<file path="src/rtl/reg_scoreboard.sv">
// Register scoreboard for the in-order RV32I core: per-register pending-write
// counters that hold decode-stage issue until its source registers are clean.
module reg_scoreboard #(
    parameter int CNT_W        = 2,
    parameter int MAX_INFLIGHT = 4,
    parameter int INF_W        = 3
) (
    input  logic             clk,
    input  logic             rst_n,
    input  logic             id_valid,
    input  logic [29:0]      id_instr,
    output logic             id_ready,
    output logic             issue,
    input  logic             wb_valid,
    input  logic [4:0]       wb_rd,
    input  logic             flush,
    output logic [31:0]      busy,
    output logic [INF_W-1:0] inflight,
    output logic             err
);

    localparam logic [CNT_W-1:0] CNT_MAX = '1;
    localparam logic [INF_W-1:0] INF_MAX = INF_W'(MAX_INFLIGHT);

    localparam logic [4:0] OPC_LOAD   = 5'b00000;
    localparam logic [4:0] OPC_OP_IMM = 5'b00100;
    localparam logic [4:0] OPC_AUIPC  = 5'b00101;
    localparam logic [4:0] OPC_STORE  = 5'b01000;
    localparam logic [4:0] OPC_OP     = 5'b01100;
    localparam logic [4:0] OPC_LUI    = 5'b01101;
    localparam logic [4:0] OPC_BRANCH = 5'b11000;
    localparam logic [4:0] OPC_JALR   = 5'b11001;
    localparam logic [4:0] OPC_JAL    = 5'b11011;

    logic [CNT_W-1:0] cnt [32];

    logic [4:0] opc, rd, rs1, rs2;
    logic       reads_rs1, reads_rs2, writes_rd;
    logic       use_rs1, use_rs2, wr_en;
    logic       hazard, full;
    logic       inc, dec, wb_err;
    logic       unused_fields;

    assign opc = id_instr[4:0];
    assign rd  = id_instr[9:5];
    assign rs1 = id_instr[17:13];
    assign rs2 = id_instr[22:18];
    assign unused_fields = ^{id_instr[29:23], id_instr[12:10]};

    always_comb begin
        reads_rs1 = 1'b0;
        reads_rs2 = 1'b0;
        writes_rd = 1'b0;
        case (opc)
            OPC_LOAD, OPC_OP_IMM, OPC_JALR: begin
                reads_rs1 = 1'b1;
                writes_rd = 1'b1;
            end
            OPC_OP: begin
                reads_rs1 = 1'b1;
                reads_rs2 = 1'b1;
                writes_rd = 1'b1;
            end
            OPC_STORE, OPC_BRANCH: begin
                reads_rs1 = 1'b1;
                reads_rs2 = 1'b1;
            end
            OPC_LUI, OPC_AUIPC, OPC_JAL: writes_rd = 1'b1;
            default: ;
        endcase
    end

    // x0 is never a hazard and never tracked.
    assign use_rs1 = reads_rs1 && (rs1 != 5'd0);
    assign use_rs2 = reads_rs2 && (rs2 != 5'd0);
    assign wr_en   = writes_rd && (rd != 5'd0);

    assign hazard = (use_rs1 && (cnt[rs1] != '0)) || (use_rs2 && (cnt[rs2] != '0));
    assign full   = wr_en && ((cnt[rd] == CNT_MAX) || (inflight == INF_MAX));

    // Handshake: an instruction issues on a cycle where id_valid and id_ready are
    // both high. id_ready never looks at id_valid or at same-cycle writeback.
    assign id_ready = !flush && !hazard && !full;
    assign issue    = id_valid && id_ready;

    assign inc    = issue && wr_en;
    assign dec    = !flush && wb_valid && (wb_rd != 5'd0) && (cnt[wb_rd] != '0);
    assign wb_err = !flush && wb_valid && (wb_rd != 5'd0) && (cnt[wb_rd] == '0);

    always_ff @(posedge clk or negedge rst_n) begin
        if (!rst_n) begin
            for (int r = 0; r < 32; r++) cnt[r] <= '0;
            inflight <= '0;
            err      <= 1'b0;
        end else if (flush) begin
            for (int r = 0; r < 32; r++) cnt[r] <= '0;
            inflight <= '0;
        end else begin
            for (int r = 0; r < 32; r++) begin
                // Issue and retire on one register cancel out.
                if (inc && (rd == 5'(r)) && !(dec && (wb_rd == 5'(r))))
                    cnt[r] <= cnt[r] + 1'b1;
                else if (dec && (wb_rd == 5'(r)) && !(inc && (rd == 5'(r))))
                    cnt[r] <= cnt[r] - 1'b1;
            end
            if (inc && !dec)
                inflight <= inflight + 1'b1;
            else if (dec && !inc)
                inflight <= inflight - 1'b1;
            if (wb_err)
                err <= 1'b1;
        end
    end

    always_comb begin
        for (int r = 0; r < 32; r++) busy[r] = (cnt[r] != '0);
    end

endmodule

</file>
<file path="config.mk">
export PLATFORM = sky130hd
export DESIGN_NAME = reg_scoreboard
export DESIGN_NICKNAME = d
export VERILOG_FILES = /design/src/rtl/reg_scoreboard.sv
export SDC_FILE = /design/constraint.sdc
export NUM_CORES = 1
export LEC_CHECK = 0
export CORE_MARGIN = 2
export CORE_UTILIZATION = 50
export CTS_CLUSTER_SIZE = 8
export DETAILED_ROUTE_END_ITERATION = 7
export PLACE_DENSITY_LB_ADDON = 0.08
export RECOVER_POWER = 100
export SYNTH_ARGS = -nofsm -noshare
export SYNTH_HDL_FRONTEND = slang
export SYNTH_SLANG_ARGS = --single-unit
export TNS_END_PERCENT = 1
</file>
<file path="constraint.sdc">
create_clock -name clk -period 3.5 [get_ports clk]
set_clock_uncertainty 0.1 [all_clocks]
set_input_delay 0.525 -clock clk [delete_from_list [all_inputs] [get_ports clk]]
set_output_delay 0.525 -clock clk [all_outputs]
set_load 0.02 [all_outputs]
</file>
==> impl_metrics.csv <==
group,metric,value,unit
run_status,status,"finished, violations left",
run_status,failed_checks,"max-capacitance violations, max-slew violations",
sta,tightest_slew,1880,ps
synth,synth_cells,713,
synth,synth.distinct_cells,70,
layout,fillers,1000,
route,viasPerCell,6.39,
sta,fmax,290,MHz
sta,finalHoldViolCount,0,
layout,drive_gt1_frac,0.189,
sta,slew_headroom,-0.251,
layout,fin_cells,994,
layout,layout_commonest_cell,"nor2_1",
global_routing,grt_usage,0.351,
layout,syn2layout_area_growth,30.0,%
setup_path,crit_required,2870,ps
route,dr.pass1.iters,6,
power_and_ir_drop,switching_share,0.269,
floorplanning,rows,39,
setup_path,cp_cell_sequence,"nor2_1 > mux4_2 > o22ai_1 > o31ai_2 > nand3_1 > nor3_1 > and3_1 > clkdlybuf4s15_2",
power_and_ir_drop,pwr-share-clk,0.476,
clock_tree,cts-root-buf,"clkbuf_16",
synth,syn_area_per_cell,8.28,µm²
floorplanning,die_width,113,µm
setup_path,crit_family,"simple AND/OR/NAND/NOR gates",
setup_path,path_class,"register to output pin",
power_and_ir_drop,p_int,1.63,mW
sta,min_period,3440,ps
clock_tree,cts_tree,"built",
synth,ys_ff_latch,68,
route,wl_per_cell,21.7,µm
global_routing,first_global_vias,6362,
clock_tree,insertion_delay,350,ps
clock_tree,cts_made_buffers,9,
route,routed_wl,21600,µm
synth,synth-edff-count,0,
placed_design,place_inst,977,
synth,ys_seq_area_frac,0.288,
route,vias,6353,
setup_path,slowest_delay,500,ps
route,drc,0,
worst_hold_path,hold_path.class,"register to register",
setup_path,worst-path-buf-inv,1,
synth,syn_area,5900,µm²
sta,drv_slew,33,
layout,final_cell_mix,"98 x nor2_1, 79 x buf_4, 68 x dfrtp_1",
setup_path,arrival,2820,ps
clock_tree,holdBufCountCts,0,
floorplanning,num_io_pins,78,
clock_tree,cts_buffer_depth,2,
clock_tree,clock_sinks,68,
setup_path,start_kind,"register",
global_routing,antenna_found_initial,0,
route,initialDrtViolationCount,786,
sta,post-route-period-util,0.984,
power_and_ir_drop,leakage,3.44,nW
sta,fin_tns_setup,0,ps
sta,grt_setup_unrepaired,"yes",
clock_tree,clk_pin_slew,60,ps
global_routing,grtUsageMet2,0.548,
route,ant_nets,0,
layout,nets,887,
power_and_ir_drop,p_comb_frac,0.166,
layout,insertedDiodeCount,0,
power_and_ir_drop,switchingPower,0.602,mW
global_routing,grt_start_max_net_pins,55,
synth,synth_async_sr_flop_share,1.00,
layout,final_core_util,0.669,
global_routing,top_usage_layer,"met2",
floorplanning,fp.dieH,113,µm
job,maxCapViolCount,1,
synth,yosys_most_used_dff,"dfrtp_1",
global_routing,grt_use_met1,0.480,
floorplanning,fp.coreArea,11500,µm²
synth,syn-num-nets,754,
placed_design,post-dp-hpwl,16300,µm
placed_design,portBuffers,67,
power_and_ir_drop,ir_drop,0.305,mV
sta,setup_viol,0,
floorplanning,initial_core_util,0.515,
synth,yosysWarningCount,0,
placed_design,gp_congestion,1.04,
power_and_ir_drop,pwr-share-seq,0.357,
setup_path,critPathSlowestCell,"nor2_1",
power_and_ir_drop,p_per_area,291,nW/µm²
setup_path,worstPathMaxFanout,5,
global_routing,grt-ovfl-total,0,
global_routing,gr-usage-met3,0.0594,
setup_path,setup.worst_path.end_class,"output pin",
clock_tree,htree_levels,3,
floorplanning,fp.dieArea,12700,µm²
global_routing,grt_pass1_wl,34600,µm
-- cell usage after synthesis (7+ instances only) --
master     count  area share
nand2b_1       9      0.0095
and3_1        18       0.019
o221ai_1       7       0.010
nor4_1        15       0.016
xor2_1        11       0.016
nand4_1       14       0.015
nor2b_1       16       0.017
dfrtp_1       68        0.29
nor2_1        98       0.062
and2_1         9      0.0095
mux4_2        25       0.095
inv_1         46       0.029
nand3_1       29       0.025
xnor2_1       40       0.059
nand2_1       58       0.037
nor3_1        36       0.031
o211ai_1      10       0.013
o21ai_0       14       0.012
buf_2         14       0.012
a21oi_1       14       0.012
or3_1          8      0.0085
nand3b_1       8       0.010
clkbuf_1      26       0.017
a2111oi_0      9       0.013
-- worst reg2reg max path, stage by stage (launching register included) --
cell	delay, ps
dfrtp_1	430
nor2_1	500
mux4_2	380
o22ai_1	90
o31ai_2	270
buf_4	150
o311a_1	250
buf_4	180
and2_0	280
buf_4	200
a32oi_1	120
a2111oi_2	340
-- metal layers --
metal	wire [µm]	up-vias
li1	-	2853
met1	8710	3046
met2	9830	381
met3	2190	73
met4	847	0
met5	0	-
-- through the flow --
step           power [mW]  worst slack (ps)  hold slack (ps)  area, µm²
3_3_place_gp         1.17              -429              370       7320
6_report             2.23              57.6              375       7670
2_1_floorplan       0.992               123              129       5900
5_1_grt              2.29             -53.7              403       7670
3_5_place_dp         1.18              -500              372       7320
4_1_cts              2.24              43.7              185       7670
-- cell type report --
| type | count | area, µm² | area share |
|---|---|---|---|
| Clock buffer | 10 | 229 | 0.0298 |
| Timing Repair Buffer | 167 | 1420 | 0.185 |
| Sequential cell | 68 | 1700 | 0.222 |
| Clock inverter | 6 | 113 | 0.0147 |
| Multi-Input combinational cell | 551 | 3840 | 0.501 |
| Inverter | 49 | 186 | 0.0243 |
| Tap cell | 143 | 179 | 0.0233 |
-- sequential cells by signal, indices dropped and copies added, names as in the netlist --
register and flops:
inflight 3, cnt 64, err 1
-- power groups by stage --
stage | registers (mW) | clock network, mW | logic (mW)
2_1_floorplan | 0.817 | 0 | 0.175
6_report | 0.798 | 1.06 | 0.371
4_1_cts | 0.798 | 1.07 | 0.369
5_1_grt | 0.799 | 1.10 | 0.396
3_5_place_dp | 0.812 | 0 | 0.368
3_3_place_gp | 0.812 | 0 | 0.363
-- cells by family (layout without fill, tap and decap cells) --
kind of cell | Yosys count | after routing | synth area share
buf+inv | 94 | 232 | 0.0659
compound gates | 126 | 126 | 0.167
xor+xnor | 51 | 51 | 0.0757
flops | 68 | 68 | 0.288
simple gates | 340 | 340 | 0.290
fa+ha+maj | 1 | 1 | 0.00339
mux | 33 | 33 | 0.109
-- path summary, 6_finish.rpt --
kind                            startpoint  endpoint  slack [ps]  cells past startpoint
worst max-delay path               cnt[50]     issue          60                      8
worst min-delay path                   err       err         370                      1
worst max register to register     cnt[50]   cnt[23]         120                     11
worst min register to register         err       err         370                      1
max in group asynchronous            rst_n   cnt[31]         860                      2
min in group asynchronous            rst_n   cnt[50]         580                      1
-- repair_timing --
item,CTS,global route
setup endpoints to repair,22,26
pin swaps,1,1
setup buffers,0,1
gates resized for setup,10,18
(Power assumes the default switching activity.)
